[src/rtl/hft_sched_pkg.sv]
// Shared types and constants for the Bellman-Ford phase scheduler.
// Vertex count is fixed at 8.
package hft_sched_pkg;

  localparam int SCHED_NODES = 8;

  localparam int ENG_INIT  = 0;
  localparam int ENG_RELAX = 1;
  localparam int ENG_CYCLE = 2;

  typedef enum logic [2:0] {
    S_IDLE,
    S_HOST,
    S_INIT,
    S_RELAX,
    S_RELAX_NEXT,
    S_CYCLE,
    S_FINISH
  } sched_state_t;

  typedef enum logic [1:0] {
    OWN_HOST  = 2'd0,
    OWN_INIT  = 2'd1,
    OWN_RELAX = 2'd2,
    OWN_CYCLE = 2'd3
  } mem_owner_t;

endpackage

[src/rtl/bf_phase_sched.sv]
// Sequencer: INIT -> NODES-1 RELAX passes -> CYCLE, owning the memory muxes.
// Optional RELAX_EARLY_EXIT_EN: a pass with no update ends the run early.
module bf_phase_sched
    import hft_sched_pkg::*;
#(
    parameter int NODES  = SCHED_NODES,
    parameter int PASS_W = $clog2(NODES),
    parameter int OVR_W  = 8
) (
    input  logic              clk,
    input  logic              reset_n,
    input  logic              start,
    input  logic              host_req,
    output logic              host_gnt,
    output logic [2:0]        eng_reset,
    input  logic [2:0]        eng_done,
    input  logic              relax_changed,
    output logic [1:0]        mem_sel,
    output logic              busy,
    output logic              run_done,
    output logic [PASS_W-1:0] pass_cnt,
    output logic [OVR_W-1:0]  overrun_cnt
);

    localparam logic [PASS_W-1:0] LAST_PASS = PASS_W'(NODES - 2);

    sched_state_t      state;
    sched_state_t      state_n;
    mem_owner_t        owner;
    logic [1:0]        settle;
    logic              done_ok;
    logic              start_pend;
    logic              pend_n;
    logic              ovr_inc;
    logic [PASS_W-1:0] pass_n;

`ifdef RELAX_EARLY_EXIT_EN
    logic chg_q;
    logic chg_n;
`else
    logic relax_unused;
    assign relax_unused = relax_changed;
`endif

    // Done is trusted only from the 2nd cycle after an engine leaves reset.
    assign done_ok = (settle == 2'd2);
    assign mem_sel = owner;

    always_comb begin
        state_n   = state;
        pend_n    = start_pend;
        ovr_inc   = 1'b0;
        pass_n    = pass_cnt;
`ifdef RELAX_EARLY_EXIT_EN
        chg_n     = chg_q;
`endif
        eng_reset = 3'b111;
        owner     = OWN_HOST;
        host_gnt  = 1'b0;
        busy      = 1'b0;
        run_done  = 1'b0;

        if (start) begin
            pend_n  = 1'b1;
            ovr_inc = start_pend;
        end

        case (state)
            S_IDLE: begin
                if (host_req) begin
                    state_n = S_HOST;
                end else if (start || start_pend) begin
                    state_n = S_INIT;
                    pend_n  = start && start_pend;
                    ovr_inc = 1'b0;
                end
            end
            S_HOST: begin
                host_gnt = 1'b1;
                if (!host_req) state_n = S_IDLE;
            end
            S_INIT: begin
                busy                = 1'b1;
                eng_reset[ENG_INIT] = 1'b0;
                owner               = OWN_INIT;
                if (done_ok && eng_done[ENG_INIT]) begin
                    state_n = S_RELAX;
                    pass_n  = '0;
                end
            end
            S_RELAX: begin
                busy                 = 1'b1;
                eng_reset[ENG_RELAX] = 1'b0;
                owner                = OWN_RELAX;
                if (done_ok && eng_done[ENG_RELAX]) begin
                    state_n = S_RELAX_NEXT;
`ifdef RELAX_EARLY_EXIT_EN
                    chg_n   = relax_changed;
`endif
                end
            end
            S_RELAX_NEXT: begin
                busy  = 1'b1;
                owner = OWN_RELAX;
`ifdef RELAX_EARLY_EXIT_EN
                if (!chg_q) begin
                    state_n = S_FINISH;
                end else
`endif
                if (pass_cnt == LAST_PASS) begin
                    state_n = S_CYCLE;
                end else begin
                    state_n = S_RELAX;
                    pass_n  = pass_cnt + PASS_W'(1);
                end
            end
            S_CYCLE: begin
                busy                 = 1'b1;
                eng_reset[ENG_CYCLE] = 1'b0;
                owner                = OWN_CYCLE;
                if (done_ok && eng_done[ENG_CYCLE]) state_n = S_FINISH;
            end
            S_FINISH: begin
                busy     = 1'b1;
                run_done = 1'b1;
                state_n  = S_IDLE;
            end
            default: begin
                state_n = S_IDLE;
            end
        endcase
    end

    always_ff @(posedge clk or negedge reset_n) begin
        if (!reset_n) begin
            state       <= S_IDLE;
            settle      <= 2'd0;
            pass_cnt    <= '0;
            start_pend  <= 1'b0;
            overrun_cnt <= '0;
`ifdef RELAX_EARLY_EXIT_EN
            chg_q       <= 1'b0;
`endif
        end else begin
            state      <= state_n;
            pass_cnt   <= pass_n;
            start_pend <= pend_n;
`ifdef RELAX_EARLY_EXIT_EN
            chg_q      <= chg_n;
`endif
            if (state_n != state) begin
                settle <= 2'd0;
            end else if (settle != 2'd2) begin
                settle <= settle + 2'd1;
            end
            if (ovr_inc && (overrun_cnt != '1)) begin
                overrun_cnt <= overrun_cnt + OVR_W'(1);
            end
        end
    end

endmodule
[config.mk]
export PLATFORM = sky130hd
export DESIGN_NAME = bf_phase_sched
export DESIGN_NICKNAME = d
export VERILOG_FILES = /design/src/rtl/hft_sched_pkg.sv /design/src/rtl/bf_phase_sched.sv
export SDC_FILE = /design/constraint.sdc
export NUM_CORES = 1
export LEC_CHECK = 0
export CAP_MARGIN = 25
export CORE_AREA = 2 2 53 55
export DETAILED_ROUTE_END_ITERATION = 7
export DIE_AREA = 0 0 55 57
export GPL_ROUTABILITY_DRIVEN = 0
export PLACE_DENSITY = 0.67
export SYNTH_ARGS = -nofsm -noshare
export SYNTH_HDL_FRONTEND = slang
export SYNTH_SLANG_ARGS = --single-unit
[constraint.sdc]
create_clock -name clk -period 2.58 [get_ports clk]
set_clock_uncertainty 0.2 [all_clocks]
set_input_delay 0.387 -clock clk [delete_from_list [all_inputs] [get_ports clk]]
set_output_delay 0.387 -clock clk [all_outputs]
set_load 0.02 [all_outputs]
==> reports/summary.txt, run 1 <==
register area share after synthesis: 0.427
WP data arrival: 1.82 ns
fin nets: 142
minimum clock period: 2.41 ns
Root Buffer: clkbuf_4
post-synth top area share: 0.427
Initial Utilization: 0.381
count of different cell masters after synthesis: 35
CTS Hold Bufs: 0
hpwl dp: 1490 um
num rows: 19
Die X: 55 um
core region area: 2620 um^2
DRT Wirelength: 2000 um
Reg clk slew, reported paths: 0.09 ns
Stages on worst setup path: 2
cell accounting for the most synthesized area: dfrtp_1
Worst path top cell family by delay: flip-flops
ant diodes: 0
CP startpoint: state[0]$_DFF_PN0_
setup tns final: 0 ns
r2r endpoint: overrun_cnt[1]$_DFFE_PN0P_
DRC: 0
clock sink count: 17
Mapped Cells: 104
number of buffers added on ports: 25
Hold Path Class: reg -> reg
reg2reg start: state[0]$_DFF_PN0_
sw frac: 0.437
Max clock buf depth: 2
vias: 831
worst skew pair latency: 0.28 ns
Worst VDD drop: 679 uV
fmax: 415 MHz
Fill cells: 262
syn avg cell area: 9.59 um^2
Period Utilization, post-route: 0.934
Synth Net Count: 116
P_leak: 0.578 nW
IO Count: 27
Critical Path Max Stage Delay: 0.64 ns
Met1 Wirelength: 955 um
top post-synthesis cells by area: dfrtp_1 (43%), xor2_1 (7.0%), ha_1 (5.0%)
Clk pwr share: 0.093
P_int: 0.000821 W
pwr dens: 1130 nW/um^2
CP Launch Type: flip-flop
worst slew pin tran: 0.740 ns
Max Cap Viol: 0
Hold Violations, Final: 0
buffers and inverters on the worst path: 1
CTS buffer count: 3
Met3 Wirelength: 109 um
CP Max Fanout: 16
Sw Pwr: 0.000638 W
initial antenna violation count: 0
vias in the first global route: 794
detailed router's first-iteration violation count: 15
Vias/cell: 5.19
RSZ-0062 raised after global routing: false
multi-input logic area: 519 um^2
final core utilization: 0.494
Global Route Usage Sum: 0.144
Die ar.: 3140 um^2
grt ovf: 0
total iterations of the first detailed-routing run: 4
CP endpoint: host_gnt
global-route wire length before repair: 3330 um
Slew HR: 0.505
H-tree levels: 1
R2R setup slack: 0.54 ns
endpoints failing setup: 0
warning count from the yosys run: 0
Met2 Routed Length: 904 um
synthesized flop and latch total: 17
Critical-path top delay cell: dfrtp_1
Comb pwr share: 0.554
pre-CTS WS: 0.370 ns
critical path class: reg -> out
CP endpoint kind: primary output
synthesized area: 997 um^2
final hold slack: 0.308 ns
reg2reg path depth: 3
Worst EP required: 1.99 ns
buffer count from post-CTS setup fixing: 0
CTS tree: yes
Die Ht: 57 um
Syn-to-layout area delta: 29.6%
Reg power frac: 0.352
sequential cell area: 425 um^2
pins over their slew limit: 0
setup ws final: 0.170 ns
largest net degree at the start of global routing: 18
layout cells sized above 1: 0.116
Top Metal Used: met4
CTS resizes: 0
Routed WL per cell: 12.5 um
crit-path cells: nor3b_1 > clkdlybuf4s50_1
ANT nets after route: 0
status: finished clean
state kept, by name, summed over array words and instances, names as in the netlist:
| register | count |
|---|---|
| overrun_cnt | 8 |
| pass_cnt | 3 |
| state | 3 |
| settle | 2 |
| start_pend | 1 |
cell usage after synthesis:
master,count
dfrtp_1,17
nand2_1,13
nor2_1,10
xor2_1,8
a21oi_1,4
ha_1,4
nand3_1,4
nor3_1,4
inv_1,3
nand2b_1,3
nand3b_1,3
o21ai_0,3
and4_4,2
buf_2,2
buf_4,2
o21a_1,2
or2_2,2
a222oi_1,1
a311o_1,1
and2_4,1
buf_6,1
clkbuf_1,1
inv_2,1
mux2_1,1
mux2_2,1
nand4_1,1
nor2b_1,1
nor3b_1,1
nor4_2,1
nor4_4,1
o21ai_1,1
o22ai_1,1
o311a_1,1
o32ai_1,1
xnor2_1,1
power by group through the flow:
stage          clock network, W  registers [W]  logic (W)
2_1_floorplan                 0       0.000546   0.000463
3_3_place_gp                  0       0.000507   0.000796
3_5_place_dp                  0       0.000512   0.000817
4_1_cts                0.000144       0.000509   0.000821
5_1_grt                0.000156       0.000534   0.000890
6_report               0.000136       0.000514   0.000809
layout make-up:
cell class	instances	share of cell area
multi-input combinational	77	0.402
timing repair buffer	27	0.207
tap	31	0.0300
sequential	17	0.329
clock buffer	4	0.0203
inverter	4	0.0116
kinds of logic (layout without fill, tap and decap cells):
logic type,Yosys count,count (layout),synth area share
xor+xnor,9,9,0.0791
simple gates,47,47,0.266
buf+inv,10,35,0.0552
compound gates,15,15,0.100
fa+ha+maj,4,4,0.0502
flops,17,17,0.427
mux,2,2,0.0226
how the worst min path moves through the flow:
stage               depth (start not counted)  slack [ns]                  startpoint                          to
floorplan                                   0       -0.11                     reset_n  overrun_cnt[0]$_DFFE_PN0P_
global placement                            1        0.29  overrun_cnt[7]$_DFFE_PN0P_  overrun_cnt[7]$_DFFE_PN0P_
detailed placement                          1        0.29  overrun_cnt[7]$_DFFE_PN0P_  overrun_cnt[7]$_DFFE_PN0P_
CTS                                         1        0.31  overrun_cnt[7]$_DFFE_PN0P_  overrun_cnt[7]$_DFFE_PN0P_
global route                                1        0.32  overrun_cnt[7]$_DFFE_PN0P_  overrun_cnt[7]$_DFFE_PN0P_
finish                                      1        0.31  overrun_cnt[7]$_DFFE_PN0P_  overrun_cnt[7]$_DFFE_PN0P_
routing by layer:
layer,vias to the layer above,global-route usage
met2,28,0.213
met3,4,0.0236
met4,0,0.0697
met5,-,0
met1,389,0.202
li1,410,-
metrics by stage:
step | total power, W | cells | instance area (um^2)
detailed placement | 0.00133 | 156 | 1260
finish | 0.00146 | 160 | 1290
CTS | 0.00147 | 160 | 1290
floorplan | 0.00101 | 104 | 997
global route | 0.00158 | 160 | 1290
global placement | 0.00130 | 156 | 1260
layout by cell type (no fill, tap or decap), types with 3 or more instances in the layout:
| cell type | instances |
|---|---|
| nand3_1 | 4 |
| o21ai_0 | 3 |
| ha_1 | 4 |
| nand2_1 | 13 |
| clkdlybuf4s50_1 | 24 |
| dfrtp_1 | 17 |
| nor2_1 | 10 |
| clkbuf_4 | 3 |
| a21oi_1 | 4 |
| xor2_1 | 8 |
| nand3b_1 | 3 |
| inv_1 | 3 |
| nor3_1 | 4 |
worst reg2reg max path, delay by kind of cell (launching register included):
kind | cells | cell delay, ns
AOI/OAI and AO/OA | 1 | 0.42
muxes | 1 | 0.36
DFF | 1 | 0.55
and+or+nand+nor | 1 | 0.39
Note: power is estimated with default switching activity, not from simulation.
==> run 2, diff against run 1 <==
- RECOVER_POWER: default -> 50
==> run 2 against run 1 <==
Net effect:
- power shrank 0.64%
- maximum frequency up 1.1%
- wire length fell by 0.20%
- sequential power about the same
- sequential share of layout area up 0.22 points
- clock power about the same
- via count is 1.1% lower
- setup slack better by 0.027 ns
- global-route usage unchanged
- register-to-register slack got worse by 0.09 ns
==> reports/summary.txt, run 2 (synthesis gave the netlist of run 1 again) <==
status: finished clean
multi-input logic area: 510 um^2 (-1.7%)
WP data arrival: 1.80 ns (-0.02 ns)
Hold Crit Endpoint: overrun_cnt[7]$_DFFE_PN0P_
DRC: 0 (unchanged)
CTS tree: yes
fmax: 420 MHz (+1.1%)
worst slew pin tran: 0.747 ns (+0.00700 ns)
Routed WL per cell: 12.5 um (-0.20%)
Sw Pwr: 0.000634 W (-0.70%)
buffers and inverters on the worst path: 1 (unchanged)
setup tns final: 0 ns (unchanged)
DRT Wirelength: 2000 um (-0.20%)
CTS resizes: 0 (unchanged)
pwr dens: 1130 nW/um^2 (about the same)
IO Count: 27 (unchanged)
Slew HR: 0.500 (-0.00476)
RSZ-0062 raised after global routing: false
Hold Path Class: reg -> reg
Vias/cell: 5.14 (-1.1%)
Die Ht: 57 um (unchanged)
CTS Hold Bufs: 0 (unchanged)
vias in the first global route: 794 (unchanged)
hpwl dp: 1490 um (unchanged)
P_leak: 0.582 nW (+0.72%)
Worst VDD drop: 676 uV (-0.36%)
Global Route Usage Sum: 0.144 (unchanged)
buffer count from post-CTS setup fixing: 0 (unchanged)
num rows: 19 (unchanged)
crit-path cells: nor3b_1 > clkdlybuf4s50_1
Root Buffer: clkbuf_4
Comb pwr share: 0.553 (about the same)
CP endpoint kind: primary output
P_int: 0.000816 W (-0.59%)
global-route wire length before repair: 3330 um (unchanged)
CP Launch Type: flip-flop
number of buffers added on ports: 25 (unchanged)
Reg clk slew, reported paths: 0.09 ns (about the same)
Clk pwr share: 0.094 (about the same)
Die X: 55 um (unchanged)
layout cells sized above 1: 0.101 (-0.0155)
ant diodes: 0 (unchanged)
core region area: 2620 um^2 (unchanged)
reg2reg path depth: 3 (unchanged)
Die ar.: 3140 um^2 (unchanged)
largest registers: overrun_cnt (8), pass_cnt (3), state (3)
Reg power frac: 0.353 (about the same)
total iterations of the first detailed-routing run: 4 (unchanged)
endpoints failing setup: 0 (unchanged)
grt ovf: 0 (unchanged)
initial antenna violation count: 0 (unchanged)
sequential cell area: 425 um^2 (unchanged)
reg2reg start: state[0]$_DFF_PN0_
minimum clock period: 2.38 ns (-0.0272 ns)
H-tree levels: 1 (unchanged)
pre-CTS WS: 0.370 ns (unchanged)
Fill cells: 265 (+1.1%)
r2r endpoint: overrun_cnt[1]$_DFFE_PN0P_
setup ws final: 0.197 ns (+0.0272 ns)
largest net degree at the start of global routing: 18 (unchanged)
vias: 822 (-1.1%)
clock sink count: 17 (unchanged)
Largest register FFs: 8 (unchanged)
Max clock buf depth: 2 (unchanged)
hold path start: overrun_cnt[7]$_DFFE_PN0P_
Critical Path Max Stage Delay: 0.64 ns (about the same)
sw frac: 0.437 (about the same)
Syn-to-layout area delta: 28.7%
ANT nets after route: 0 (unchanged)
Reg with most FFs: overrun_cnt
CTS buffer count: 3 (unchanged)
critical path class: reg -> out
CP Max Fanout: 16 (unchanged)
WHS Path Cells: 1 (unchanged)
pins over their slew limit: 0 (unchanged)
Max Cap Viol: 0 (unchanged)
commonest non-fill, non-tap cells in the layout: clkdlybuf4s50_1 (21), dfrtp_1 (17), nand2_1 (13)
Hold Violations, Final: 0 (unchanged)
fin nets: 142 (unchanged)
Initial Utilization: 0.381 (unchanged)
R2R setup slack: 0.45 ns (-0.09 ns)
most common cell after layout, fill and taps aside: clkdlybuf4s50_1
Worst EP required: 1.99 ns (about the same)
detailed router's first-iteration violation count: 14 (-1)
Critical-path top delay cell: clkdlybuf4s50_1
worst skew pair latency: 0.28 ns (about the same)
Period Utilization, post-route: 0.924 (-0.0106)
Worst path top cell family by delay: buffers and inverters
==> run 2: cell count changes in the layout (fill, tap and decap cells not counted) <==
cell and delta:
clkdlybuf4s50_1 -3, dlygate4sd3_1 +3, and4_1 +1, and4_4 -1, nor4_1 +1, nor4_2 -1
==> run 2: layout make-up <==
| class | count | share of cell area |
|---|---|---|
| inverter | 4 | 0.0117 |
| sequential | 17 | 0.331 |
| clock buffer | 4 | 0.0205 |
| tap | 31 | 0.0302 |
| multi-input combinational | 77 | 0.398 |
| timing repair buffer | 27 | 0.209 |
==> run 2: how the worst max path moves through the flow <==
stage	startpoint	to	slack, ns	depth (start not counted)
after floorplan	overrun_cnt[0]$_DFFE_PN0P_	overrun_cnt[7]$_DFFE_PN0P_	0.60	6
after global placement	host_req	overrun_cnt[1]$_DFFE_PN0P_	0.37	4
after detailed placement	host_req	overrun_cnt[1]$_DFFE_PN0P_	0.37	4
after CTS	state[2]$_DFF_PN0_	mem_sel[0]	0.06	4
after global routing	state[0]$_DFF_PN0_	host_gnt	0.07	2
final	state[0]$_DFF_PN0_	host_gnt	0.20	2
==> run 2: metrics by stage <==
step                      hold slack (ns)  total power, W  instance area (um^2)   util  instances
after CTS                           0.308         0.00147                  1290  0.492        160
after detailed placement            0.290         0.00133                  1260  0.482        156
after global placement              0.287         0.00130                  1260  0.482        156
after global routing                0.313         0.00157                  1280  0.491        160
final                               0.303         0.00145                  1280  0.491        160
after floorplan                    -0.109         0.00101                   997      -        104
==> run 2: power by group through the flow <==
stage          clock network [W]  registers, W  logic [W]
3_3_place_gp                   0      0.000507   0.000796
6_report                0.000136      0.000512   0.000802
2_1_floorplan                  0      0.000546   0.000463
3_5_place_dp                   0      0.000512   0.000817
5_1_grt                 0.000156      0.000531   0.000884
4_1_cts                 0.000144      0.000509   0.000821
==> run 2: per-layer routing <==
| layer | track usage | vias up | part of all wire |
|---|---|---|---|
| met1 | 0.202 | 380 | 0.48 |
| li1 | - | 410 | - |
| met2 | 0.213 | 28 | 0.45 |
| met5 | 0 | - | 0 |
| met3 | 0.0236 | 4 | 0.055 |
| met4 | 0.0697 | 0 | 0.017 |
==> run 3, diff against run 2 <==
--- a/config.mk
+++ b/config.mk
@@ -13,4 +13,5 @@
 export PLACE_DENSITY = 0.67
 export RECOVER_POWER = 50
+export SETUP_SLACK_MARGIN = 0.3
 export SYNTH_ARGS = -nofsm -noshare
 export SYNTH_HDL_FRONTEND = slang
==> constraint.sdc (replaced) <==
create_clock -name clk -period 2.58 [get_ports clk]
set_clock_uncertainty 0.2 [all_clocks]
set_input_delay 0.258 -clock clk [delete_from_list [all_inputs] [get_ports clk]]
set_output_delay 0.258 -clock clk [all_outputs]
set_load 0.02 [all_outputs]
==> run 3 against run 2 <==
Net effect:
- hold slack got worse by 0.029 ns
- count of clock-buffer cells in the layout did not move
- wire length fell by 0.45%
- design area fell by 0.88%
- global-route usage fell by 0.060 points
- via count fell by 1.7%
- cell count fell by 1.3%
- critical endpoint is now mem_sel[0]
- largest cell class unchanged
==> reports/summary.txt, run 3 (synthesis gave the netlist of run 1 again) <==
Period Utilization, post-route: 0.837 (-0.0869)
Worst path top cell family by delay: simple AND/OR/NAND/NOR gates
layout cells sized above 1: 0.126 (+0.0252)
Die ar.: 3140 um^2 (unchanged)
vias in the first global route: 768 (-3.3%)
Worst VDD drop: 558 uV (-17%)
sequential cell area: 429 um^2 (+0.88%)
pins over their slew limit: 0 (unchanged)
CTS buffer count: 3 (unchanged)
num rows: 19 (unchanged)
minimum clock period: 2.16 ns (-0.224 ns)
core region area: 2620 um^2 (unchanged)
IO Count: 27 (unchanged)
Critical Path Max Stage Delay: 0.48 ns (-0.16 ns)
Initial Utilization: 0.381 (unchanged)
CTS Hold Bufs: 0 (unchanged)
clock sink count: 17 (unchanged)
commonest non-fill, non-tap cells in the layout: clkdlybuf4s50_1 (17), dfrtp_1 (14), nand2_1 (13)
CP endpoint kind: primary output
DRT Wirelength: 1990 um (-0.45%)
Fill cells: 258 (-2.6%)
buffers and inverters on the worst path: 1 (unchanged)
Die Ht: 57 um (unchanged)
Largest register FFs: 8 (unchanged)
largest registers: overrun_cnt (8), pass_cnt (3), state (3)
pwr dens: 1120 nW/um^2 (-1.2%)
status: finished clean
WP data arrival: 1.70 ns (-0.10 ns)
crit-path cells: nand2b_2 > or2_2 > nand2_1 > dlygate4sd2_1
H-tree levels: 1 (unchanged)
Vias/cell: 5.11 (-0.46%)
grt ovf: 0 (unchanged)
ant diodes: 0 (unchanged)
total iterations of the first detailed-routing run: 4 (unchanged)
fmax: 463 MHz (+10%)
global-route wire length before repair: 3390 um (+1.9%)
Met2 Routed Length: 982 um (+9.0%)
Met3 Wirelength: 118 um (+8.3%)
Hold Violations, Final: 0 (unchanged)
fin nets: 140 (-1.4%)
Max clock buf depth: 2 (unchanged)
Worst EP required: 2.12 ns (+0.13 ns)
Met1 Wirelength: 889 um (-6.8%)
CP Max Fanout: 11 (-5)
Global Route Usage Sum: 0.143 (-0.000603)
hpwl dp: 1470 um (-1.3%)
Critical-path top delay cell: dfrtp_2
detailed router's first-iteration violation count: 14 (unchanged)
Syn-to-layout area delta: 27.6%
final design area excluding fillers: 1270 um^2 (-0.88%)
RSZ-0062 raised after global routing: false
Routed WL per cell: 12.6 um (+0.81%)
Reg with most FFs: overrun_cnt
Top Metal Used: met3
setup tns final: 0 ns (unchanged)
multi-input logic area: 515 um^2 (+0.98%)
worst skew pair latency: 0.28 ns (about the same)
Root Buffer: clkbuf_4
worst slew pin tran: 0.752 ns (+0.00426 ns)
CP Launch Type: flip-flop
Slew HR: 0.497 (-0.00285)
number of buffers added on ports: 25 (unchanged)
endpoints failing setup: 0 (unchanged)
DP Area: 1250 um^2 (-1.2%)
critical path class: reg -> out
largest net degree at the start of global routing: 18 (unchanged)
ANT nets after route: 0 (unchanged)
Die X: 55 um (unchanged)
initial antenna violation count: 0 (unchanged)
vias: 808 (-1.7%)
Hold Path Class: in -> async
most common cell after layout, fill and taps aside: clkdlybuf4s50_1
Reg clk slew, reported paths: 0.10 ns (about the same)
Max Cap Viol: 0 (unchanged)
DRC: 0 (unchanged)
P_leak: 0.567 nW (-2.7%)
CTS tree: yes
run 3: cell count changes in the layout (fill, tap and decap cells not counted):
cell and delta:
dlygate4sd2_1 +2, dlymetal6s2s_1 -1, buf_4 -2, and4_4 +1, clkdlybuf4s50_1 -4, dfrtp_2 +3
and4_1 -1, nor2b_1 -1, nor2b_2 +1, dlygate4sd3_1 +3, dfrtp_1 -3
run 3: through the flow:
stage | cells | setup WS [ns] | power [W] | hold WS [ns] | util
4_1_cts | 158 | 0.323 | 0.00145 | 0.237 | 0.488
2_1_floorplan | 104 | 0.602 | 0.00101 | -0.238 | -
3_3_place_gp | 154 | 0.406 | 0.00129 | 0.287 | 0.477
3_5_place_dp | 154 | 0.386 | 0.00131 | 0.301 | 0.477
6_report | 158 | 0.421 | 0.00142 | 0.274 | 0.487
5_1_grt | 158 | 0.329 | 0.00155 | 0.319 | 0.487
run 3: timing repair:
action,4_1_cts,5_1_grt
setup endpoints to repair,3,3
buffers inserted,0,0
gates resized for setup,5,2
run 3: report_power, final:
group | switching [W] | internal (W) | total [W]
registers | 0.000154 | 0.000373 | 0.000527
clock network | 0.0000778 | 0.0000600 | 0.000138
logic | 0.000398 | 0.000358 | 0.000756
total | 0.000630 | 0.000790 | 0.00142
run 3: path summary, 6_finish.rpt:
check                                            from                          to  slack [ns]  cells past startpoint
max                                state[2]$_DFF_PN0_                  mem_sel[0]        0.42                      4
min                                           reset_n  overrun_cnt[5]$_DFFE_PN0P_        0.27                      1
max reg2reg                        state[1]$_DFF_PN0_  overrun_cnt[1]$_DFFE_PN0P_        0.46                      3
min reg2reg                overrun_cnt[7]$_DFFE_PN0P_  overrun_cnt[7]$_DFFE_PN0P_        0.30                      1
max in group asynchronous                     reset_n          state[0]$_DFF_PN0_        1.38                      1
min in group clk           overrun_cnt[7]$_DFFE_PN0P_  overrun_cnt[7]$_DFFE_PN0P_        0.30                      1
run 3: area by class of cell:
class / instances / share of cell area
clock buffer: 4 / 0.0206
multi-input combinational: 77 / 0.405
inverter: 4 / 0.0118
sequential: 17 / 0.337
tap: 31 / 0.0305
timing repair buffer: 25 / 0.195
run 3: layer usage:
| layer | up-vias | GRT usage |
|---|---|---|
| met1 | 376 | 0.203 |
| met5 | - | 0 |
| met2 | 24 | 0.224 |
| met4 | 0 | 0.0314 |
| met3 | 0 | 0.0288 |
| li1 | 408 | - |
